**src/rtl/sift_key_scheduler.sv**
```systemverilog
// Per-frame sequencer for the basis-sifting datapath; compacts sifted bits into KEY_W-bit words.
// Optional `SIFT_STATS_EN adds stat_frames/stat_bits counters.
module sift_key_scheduler #(
    parameter int N        = 80,
    parameter int KEY_W    = 32,
    parameter int SIFT_LAT = 1
) (
    input  logic             clk,
    input  logic             rst_n,
    input  logic             frm_valid,
    output logic             frm_ready,
    input  logic [2*N-1:0]   frm_qubit,
    input  logic [N-1:0]     frm_r_bases,
    input  logic [N-1:0]     frm_s_bases,
    output logic [2*N-1:0]   sift_qubit,
    output logic [N-1:0]     sift_r_bases,
    output logic [N-1:0]     sift_s_bases,
    input  logic [N-1:0]     sift_valid_in,
    input  logic [N-1:0]     sift_key_in,
    input  logic             flush,
    output logic [KEY_W-1:0] key_data,
    output logic             key_valid,
    input  logic             key_ready,
    output logic [5:0]       key_fill,
    output logic             frame_done,
    output logic             busy
`ifdef SIFT_STATS_EN
    ,
    output logic [31:0]      stat_frames,
    output logic [31:0]      stat_bits
`endif
);
    // state | meaning
    // IDLE  | frm_ready high, waiting for a frame
    // LOAD  | frame held on sift_* for the datapath
    // WAIT  | counting down the datapath latency, then snapshot results
    // SCAN  | one snapshot bit per cycle into the accumulator
    // DONE  | frame_done pulse, optional flush of the partial word
    typedef enum logic [2:0] {IDLE, LOAD, WAIT, SCAN, DONE} state_t;

    localparam int IDX_W = $clog2(N);
    localparam int CNT_W = (SIFT_LAT > 1) ? $clog2(SIFT_LAT + 1) : 1;

    state_t             state, state_nxt;
    logic [CNT_W-1:0]   wait_cnt;
    logic [IDX_W-1:0]   idx;
    logic [N-1:0]       snap_valid, snap_key;
    logic [KEY_W-1:0]   acc, acc_ins;
    logic [5:0]         fill;
    logic               flush_seen;

    logic hs, take, word_done, stall, slot_free, flush_emit;

    always_comb begin
        state_nxt  = state;
        hs         = 1'b0;
        take       = 1'b0;
        word_done  = 1'b0;
        stall      = 1'b0;
        flush_emit = 1'b0;
        slot_free  = !key_valid || key_ready;
        acc_ins    = acc | (KEY_W'(snap_key[idx]) << fill);
        case (state)
            IDLE: begin
                hs = frm_valid && frm_ready;
                if (hs) state_nxt = LOAD;
            end
            LOAD: state_nxt = WAIT;
            WAIT: if (wait_cnt == CNT_W'(1)) state_nxt = SCAN;
            SCAN: begin
                take      = snap_valid[idx];
                word_done = take && (fill == 6'(KEY_W - 1));
                // a completing word with the output slot still occupied freezes the scan
                if (word_done && !slot_free) stall = 1'b1;
                else if (idx == IDX_W'(N - 1)) state_nxt = DONE;
            end
            DONE: begin
                if ((flush_seen || flush) && fill != 6'd0) begin
                    flush_emit = slot_free;
                    if (slot_free) state_nxt = IDLE;
                end else begin
                    state_nxt = IDLE;
                end
            end
            default: state_nxt = IDLE;
        endcase
    end

    assign busy = (state != IDLE);

    always_ff @(posedge clk or negedge rst_n) begin
        if (!rst_n) begin
            state        <= IDLE;
            frm_ready    <= 1'b0;
            frame_done   <= 1'b0;
            sift_qubit   <= '0;
            sift_r_bases <= '0;
            sift_s_bases <= '0;
            wait_cnt     <= '0;
            idx          <= '0;
            snap_valid   <= '0;
            snap_key     <= '0;
            acc          <= '0;
            fill         <= '0;
            flush_seen   <= 1'b0;
            key_data     <= '0;
            key_valid    <= 1'b0;
            key_fill     <= '0;
        end else begin
            state      <= state_nxt;
            frm_ready  <= (state_nxt == IDLE);
            frame_done <= (state_nxt == DONE) && (state != DONE);
            if (key_valid && key_ready) key_valid <= 1'b0;
            if (hs) begin
                sift_qubit   <= frm_qubit;
                sift_r_bases <= frm_r_bases;
                sift_s_bases <= frm_s_bases;
                flush_seen   <= flush;
            end else if (state != IDLE && flush) begin
                flush_seen <= 1'b1;
            end
            case (state)
                LOAD: wait_cnt <= CNT_W'(SIFT_LAT);
                WAIT: begin
                    wait_cnt <= wait_cnt - CNT_W'(1);
                    if (wait_cnt == CNT_W'(1)) begin
                        snap_valid <= sift_valid_in;
                        // mask so undefined key bits never enter the accumulator
                        snap_key   <= sift_key_in & sift_valid_in;
                        idx        <= '0;
                    end
                end
                SCAN: if (!stall) begin
                    idx <= idx + IDX_W'(1);
                    if (word_done) begin
                        key_data  <= acc_ins;
                        key_valid <= 1'b1;
                        key_fill  <= 6'(KEY_W);
                        acc       <= '0;
                        fill      <= '0;
                    end else if (take) begin
                        acc  <= acc_ins;
                        fill <= fill + 6'd1;
                    end
                end
                DONE: begin
                    if (flush_emit) begin
                        key_data  <= acc;
                        key_valid <= 1'b1;
                        key_fill  <= fill;
                        acc       <= '0;
                        fill      <= '0;
                    end
                    if (state_nxt == IDLE) flush_seen <= 1'b0;
                end
                default: ;
            endcase
        end
    end

`ifdef SIFT_STATS_EN
    function automatic logic [31:0] popcount(input logic [N-1:0] v);
        logic [31:0] c;
        c = '0;
        for (int i = 0; i < N; i++) c = c + 32'(v[i]);
        return c;
    endfunction

    always_ff @(posedge clk or negedge rst_n) begin
        if (!rst_n) begin
            stat_frames <= '0;
            stat_bits   <= '0;
        end else begin
            if (state_nxt == DONE && state != DONE) stat_frames <= stat_frames + 32'd1;
            if (state == WAIT && wait_cnt == CNT_W'(1))
                stat_bits <= stat_bits + popcount(sift_valid_in);
        end
    end
`endif
endmodule

```
**config.mk**
```make
export PLATFORM = sky130hd
export DESIGN_NAME = sift_key_scheduler
export DESIGN_NICKNAME = d
export VERILOG_FILES = /design/src/rtl/sift_key_scheduler.sv
export SDC_FILE = /design/constraint.sdc
export NUM_CORES = 1
export LEC_CHECK = 0
export ABC_AREA = 0
export BUFFER_PORTS_ARGS = -buffer_cell sky130_fd_sc_hd__buf_2
export CAP_MARGIN = 20
export CELL_PAD_IN_SITES_DETAIL_PLACEMENT = 0
export CELL_PAD_IN_SITES_GLOBAL_PLACEMENT = 1
export CORE_AREA = 2 2 334 336
export CTS_CLUSTER_SIZE = 40
export DETAILED_ROUTE_END_ITERATION = 16
export DIE_AREA = 0 0 336 338
export GPL_TIMING_DRIVEN = 0
export PLACE_DENSITY = 0.53
export SYNTH_ARGS = -nofsm -noshare
export SYNTH_HDL_FRONTEND = slang
export SYNTH_SLANG_ARGS = --single-unit
```
**constraint.sdc**
```tcl
create_clock -name clk -period 4.3 [get_ports clk]
set_clock_uncertainty 0.15 [all_clocks]
set_input_delay 0.86 -clock clk [delete_from_list [all_inputs] [get_ports clk]]
set_output_delay 0.86 -clock clk [all_outputs]
set_load 0.03 [all_outputs]
```
==> results of run 1 <==
[area by class of cell]
type / instances / area share
plain buffers: 143 / 0.0181
flip-flops and latches: 571 / 0.447
multi-input cells: 1792 / 0.255
repair buffers: 856 / 0.141
inverters: 39 / 0.00458
clock buffers: 105 / 0.0659
diodes: 13 / 0.00102
clock inverters: 22 / 0.00900
well taps: 1488 / 0.0583
[path summary, 6_finish.rpt]
kind,slack [ps],depth (start not counted),startpoint,to
worst max register to register,90,11,idx[1],key_data[31]
worst min-delay path,250,3,frm_r_bases[8],sift_r_bases[8]
max in group asynchronous,1770,5,rst_n,sift_r_bases[25]
worst min register to register,310,2,snap_key[30],snap_key[30]
worst max-delay path,90,11,idx[1],key_data[31]
min in group asynchronous,460,2,rst_n,key_data[22]
[critical path, stage by stage, from the launching register on]
cell     delay, ps
dfrtp_1        490
buf_2          400
buf_2          400
buf_4          350
mux4_2         370
mux4_2         520
mux2i_1        210
o31ai_1        120
a21oi_2        480
nor3_2         250
a21oi_1        230
o21ai_0        100
[what timing repair did]
item | CTS | global route
hold buffers | 1 | 0
gates resized for setup | 2 | 2
setup buffers | 0 | 0
setup endpoints to repair | 36 | 4
endpoints found under the hold margin | 4 | 0
[state kept, by name (all words and copies together) (netlist names), 7 cells and up]
signal / flops
acc: 32
idx: 7
key_data: 32
sift_qubit: 160
sift_r_bases: 80
sift_s_bases: 80
snap_key: 80
snap_valid: 80
[through the flow]
step | power [mW] | utilization | hold WS [ps] | std cells
4_1_cts | 19.9 | 0.290 | 191 | 5016
2_1_floorplan | 11.1 | - | 283 | 2545
3_3_place_gp | 13.5 | 0.266 | 294 | 4879
5_1_grt | 20.8 | 0.290 | 220 | 5024
3_5_place_dp | 13.5 | 0.268 | 304 | 4888
6_report | 19.5 | 0.290 | 254 | 5029
[report_power, final]
part,total [mW],internal (mW),switching [mW]
clock,6.21,3.62,2.59
combinational,5.97,2.01,3.96
sequential,7.36,6.68,0.678
total,19.5,12.3,7.23
[metal layers]
metal | global-route usage | vias to the layer above
li1 | - | 9930
met1 | 0.204 | 9795
met2 | 0.284 | 640
met3 | 0.0551 | 143
met4 | 0.0551 | 24
met5 | 0 | -
[cells by family (layout without fill, tap and decap cells)]
kind of cell / count (synthesis) / count (layout) / synth area share
and+or+nand+nor: 1602 / 1602 / 0.271
DFF: 571 / 571 / 0.617
buffers and inverters: 182 / 1165 / 0.0311
AOI/OAI and AO/OA: 124 / 124 / 0.0313
muxes: 61 / 61 / 0.0474
adders and majority gates: 3 / 3 / 0.00162
xor gates and xnor gates: 2 / 2 / 0.000756
other: 0 / 13 / 0
[placed cells by master, fill, tap and decap left out, types with 7 or more instances in the layout]
cell and count:
a31oi_1 9, buf_2 859, o21ai_0 42, dfrtp_1 571
nor3_1 12, diode_2 13, clkbuf_8 16, nand3_1 122
inv_1 38, clkbuf_16 73, buf_16 9, clkinv_2 7
nor2_1 20, mux2_2 9, clkbuf_1 139, mux2i_1 14
a21oi_1 41, mux4_2 38, nand2_1 1417
==> flow_summary_export.csv, run 1 <==
group,metric,value,unit
run_status,status,"complete, no violations",
yosys,synth_top_area_frac,0.617,
routing,wl_met3,8480,µm
yosys,yosys.area.top_type,"dfrtp_1",
final_layout,nFillCells,12100,
floorplanning,rows,122,
routing,vias,20500,
yosys,synth_cell_type_count,49,
final_layout,nNetsFinal,3964,
grt,antenna_found_initial,41,
timing,fin_crit,4210,ps
pwr,power.leakage,17.2,nW
yosys,synth_most_common_cell,"nand2_1",
grt,grt_pass1_wl,142000,µm
pwr,powerDensity,611,nW/µm²
timing,rsz0062_at_grt,"yes",
timing,fin_ws,89.3,ps
timing,tns,0,ps
floorplanning,io_pins,847,
pwr,ir_drop,0.336,mV
placement,place_congestion,0.803,
routing,vias_per_cell,4.08,
final_layout,multi_input_area,8160,µm²
final_layout,final_cell_area,32000,µm²
floorplanning,core_area,110000,µm²
yosys,synthFlopType,"dfrtp_1",
timing,setup_viol,0,
routing,wl_met2,48300,µm
cts,clkTransAtPathRegs,60,ps
cts,clock_latency,650,ps
timing,hold_viol,0,
yosys,synth.net_count,3033,
cts,cts_buffer_depth,3,
grt,grt_max_degree,107,
yosys,syn-cell-area,23200,µm²
floorplanning,die_h,338,µm
worst_setup_path,critPathMaxFanout,10,
final_layout,regArea,14300,µm²
routing,wirelength,99200,µm
placement,port_buffers,846,
worst_setup_path,cp.required,4670,ps
timing,worst_pin_slew,1170,ps
run,cap_violations,0,
timing,maxSlewHeadroom,0.218,
cts,htree_levels,3,
yosys,synth_warnings,0,
yosys,synth_cells,2545,
floorplanning,start_util,0.210,
final_layout,syn_to_final_growth,38.0,%
placement,dp_hpwl,77300,µm
floorplanning,die_w,336,µm
worst_setup_path,critPathKind,"reg2reg",
grt,grt_pass1_vias,21100,
routing,post-route-drc-count,0,
routing,firstDrtPassIters,5,
routing,first_iter_violations,1058,
min_path,hold_path.class,"in2reg",
timing,fmax,237,MHz
cts,numCtsBuffers,73,
placement,dpl-instance-area,29500,µm²
cts,cts_tree,"built",
routing,ant_nets,0,
yosys,syn_avg_cell_area,9.10,µm²
final_layout,drive_gt1_frac,0.295,
cts,root_buffer,"clkbuf_16",
placement,dpl_worst_slack,-492,ps
worst_setup_path,crit_path_start_kind,"flop",
grt,grt_overflow,0,
worst_setup_path,end_kind,"flop",
routing,wl_per_cell,19.7,µm
cts,clock_sinks,571,
routing,drt-met1-wl,39700,µm
yosys,async_reset_ff_frac,1.00,
timing,period_share,0.979,
yosys,ys_top_cells_by_area,"dfrtp_1 62%, nand2_1 23%, mux4_2 3.7%, nand3_1 2.6%, clkbuf_1 2.0%",
floorplanning,dieArea,114000,µm²
yosys,netlist_top_cells_count,"1,417 x nand2_1, 571 x dfrtp_1, 124 x clkbuf_1",
timing,slew_viol_final,0,
yosys,seq_area_frac_synth,0.617,
yosys,ys_ff_latch,571,
yosys,synth_edf_count,0,
routing,routed.top_layer,"met5",
grt,grt.total_usage,0.169,
worst_setup_path,critPathArrivalTime,4580,ps
Note: power is estimated with default switching activity, not from simulation.
==> inputs of run 2 (changes only) <==
Settings changed: ABC_AREA 0 to 1, CORE_AREA 2 2 334 336 to 2 2 330 332, DIE_AREA 0 0 336 338 to 0 0 332 334, PLACE_DENSITY 0.53 to 0.52.
==> run 2 against run 1 <==
Compared with the run above:
- power decreased by 39%
- largest power group is now the clock network
- critical path depth grew 5
- highest routed layer unchanged
- area after synthesis rose by 3.0%
==> flow_summary_export.csv, run 2 <==
group,metric,value,unit
final_layout,largest-register,"sift_qubit",
timing,rsz0062_at_grt,"no",
timing,fmax,255,MHz
placement,port_buffers,846,
routing,wirelength,122000,µm
worst_setup_path,slowest_stage,"buf_1",
min_path,hold_path.class,"in2reg",
pwr,intPower,9.06,mW
pwr,pwr-share-comb,0.034,
yosys,netlist_top_cells_count,"1,375 x nand2_1, 571 x dfrtp_1, 220 x inv_1",
cts,postCtsSetupBuffers,0,
routing,post-route-drc-count,0,
yosys,syn_avg_cell_area,8.28,µm²
grt,grt_pass1_wl,172000,µm
final_layout,syn_to_final_growth,36.0,%
final_layout,fin_cells,5284,
routing,ant_nets,0,
timing,fin_crit,3920,ps
yosys,synth_cell_type_count,33,
worst_setup_path,worst_path_dominant_cell_family,"buffers and inverters",
pwr,clock_power_share,0.513,
min_path,whs_endpoint,"sift_r_bases[16]",
floorplanning,die_h,334,µm
grt,grt_max_degree,109,
floorplanning,start_util,0.221,
yosys,async_reset_ff_frac,1.00,
placement,placedCellCount,5149,
worst_setup_path,critPathKind,"reg2reg",
worst_setup_path,critPathMaxFanout,10,
worst_setup_path,ff2ff_path_depth,16,
yosys,synth_cells,2881,
yosys,yosys.area.top_type,"dfrtp_1",
pwr,fin_total_pwr,11.9,mW
yosys,seq_area_frac_synth,0.599,
cts,root_buffer,"clkbuf_16",
yosys,ys_ff_latch,571,
floorplanning,rows,121,
yosys,syn-cell-area,23900,µm²
yosys,synth_most_common_cell,"nand2_1",
timing,hold_viol,0,
pwr,switching_share,0.237,
timing,worst_pin_slew,1150,ps
grt,grt_overflow,0,
routing,first_iter_violations,1546,
routing,vias_per_cell,4.29,
final_layout,final_cell_mix,"1,375 x nand2_1, 873 x buf_2, 571 x dfrtp_1",
routing,firstDrtPassIters,5,
final_layout,drive_gt1_frac,0.265,
pwr,power.leakage,18.0,nW
pwr,ir_drop,0.209,mV
placement,dpl_worst_slack,-282,ps
yosys,synth_top_area_frac,0.599,
worst_setup_path,crit_chain,"buf_2 > buf_2 > buf_1 > o211ai_1 > nand3_1 > nand3_1 > nand2_1 > nand3_1 > nand2_1 > nand2_1 > nand2_2 > buf_6 > nand4_1 > nor2_1 > nand2_1 > a21oi_1",
worst_setup_path,slowest_delay,690,ps
floorplanning,core_area,108000,µm²
cts,clkTransAtPathRegs,60,ps
worst_setup_path,crit_path_start_kind,"flop",
pwr,powerDensity,366,nW/µm²
timing,setup_viol,0,
cts,numCtsBuffers,73,
worst_setup_path,r2r_slack,380,ps
placement,dp_hpwl,97700,µm
yosys,synth_edf_count,0,
run,cap_violations,0,
final_layout,final_common_cell,"nand2_1",
timing,slew_viol_final,0,
final_layout,final_cell_area,32400,µm²
grt,antenna_found_initial,37,
pwr,seqPwrFrac,0.453,
worst_setup_path,crit_top_cell,"nand2_1",
final_layout,nNetsFinal,4299,
pwr,switchingPower,2.82,mW
cts,htree_levels,3,
cts,clock_sinks,571,
worst_setup_path,r2r_end,"acc[11]",
yosys,synth_warnings,0,
floorplanning,io_pins,847,
worst_setup_path,end_kind,"flop",
worst_setup_path,cp.buffers_inverters,4,
worst_setup_path,critPathArrivalTime,4330,ps
timing,holdWs,250,ps
min_path,hold_depth,3,
yosys,synthFlopType,"dfrtp_1",
cts,cts_buffer_depth,3,
grt,grt.total_usage,0.216,
min_path,hold_start,"frm_r_bases[16]",
routing,vias,22700,
run_status,status,"complete, no violations",
floorplanning,die_w,332,µm
timing,period_share,0.911,
worst_setup_path,reg2reg_from,"idx[1]",
timing,maxSlewHeadroom,0.229,
yosys,ys_top_cells_by_area,"dfrtp_1 60%, nand2_1 22%, nand3_1 4.3%, o21ai_0 3.7%, inv_1 3.5%",
grt,grt_pass1_vias,23000,
worst_setup_path,cp.required,4710,ps
floorplanning,dieArea,111000,µm²
final_layout,largest_reg_flops,160,
cts,clock_latency,650,ps
routing,wl_per_cell,23.1,µm
cts,cts_tree,"built",
placement,place_congestion,0.903,
placement,dpl-instance-area,30100,µm²
yosys,synth.net_count,3369,
timing,fin_ws,382,ps
==> run 2: cell types whose count changed in the layout (fill, tap and decap cells not counted), sizes merged, moves of 9 or more <==
cell / delta
clkinv: +13
nand4: +17
mux2: -9
nor2: +38
buf: +24
nand3: +84
clkbuf: -14
nand2: -41
o21ai: +138
a21oi: +14
mux2i: -14
nor3: -12
mux4: -38
inv: +180
==> run 2: how the worst max path moves through the flow <==
| stage | startpoint | endpoint | slack (ps) | depth (start not counted) |
|---|---|---|---|---|
| 2_1_floorplan | idx[0] | acc[10] | 1890 | 19 |
| 3_3_place_gp | rst_n | sift_s_bases[42] | -11280 | 1 |
| 3_5_place_dp | state[0] | sift_s_bases[35] | -280 | 9 |
| 4_1_cts | state[0] | sift_s_bases[35] | 130 | 9 |
| 5_1_grt | idx[2] | key_fill[1] | 140 | 14 |
| 6_report | idx[1] | acc[11] | 380 | 16 |
==> run 2: power groups by stage <==
stage	combinational, mW	sequential, mW	clock, mW
after floorplan	0.000440	5.47	0
after global placement	0.400	5.48	0
after detailed placement	0.422	5.47	0
after CTS	0.423	5.37	6.28
after global routing	0.452	5.37	6.49
final	0.410	5.37	6.09
==> run 2: final cells by class <==
type / instances / area, µm²
Antenna cell: 6 / 15.0
Buffer: 156 / 711
Clock buffer: 103 / 2120
Clock inverter: 25 / 215
Fill cell: 11900 / 75400
Inverter: 225 / 845
Multi-Input combinational cell: 1929 / 8030
Sequential cell: 571 / 14300
Tap cell: 1414 / 1770
Timing Repair Buffer: 855 / 4450
==> run 2: what timing repair did <==
item                       in CTS  in global routing
resized for setup               1                  1
hold endpoints to repair       49                  0
setup endpoints to repair     120                  1
hold buffers                    1                  0
==> run 2: stage by stage <==
| step | util | setup TNS [ps] |
|---|---|---|
| 2_1_floorplan | - | 0 |
| 3_3_place_gp | 0.277 | -6363660 |
| 3_5_place_dp | 0.279 | -7960 |
| 4_1_cts | 0.301 | 0 |
| 5_1_grt | 0.301 | 0 |
| 6_report | 0.301 | 0 |
==> run 2: cell families after synthesis <==
| group | Yosys count | share of synthesized area |
|---|---|---|
| xor gates and xnor gates | 7 | 0.00257 |
| adders and majority gates | 3 | 0.00157 |
| DFF | 571 | 0.599 |
| buffers and inverters | 381 | 0.0652 |
| AOI/OAI and AO/OA | 255 | 0.0553 |
| and+or+nand+nor | 1664 | 0.277 |
==> run 2: worst min-delay path, stage by stage <==
cell and delay (ps):
buf_2 70, nand2_1 40, nand2_1 40
==> run 2: layer usage <==
metal	global-route usage	routed length (µm)	vias up
li1	-	-	10800
met1	0.278	52200	10900
met2	0.353	57600	710
met3	0.0631	9130	167
met4	0.0605	2820	44
met5	0	272	-
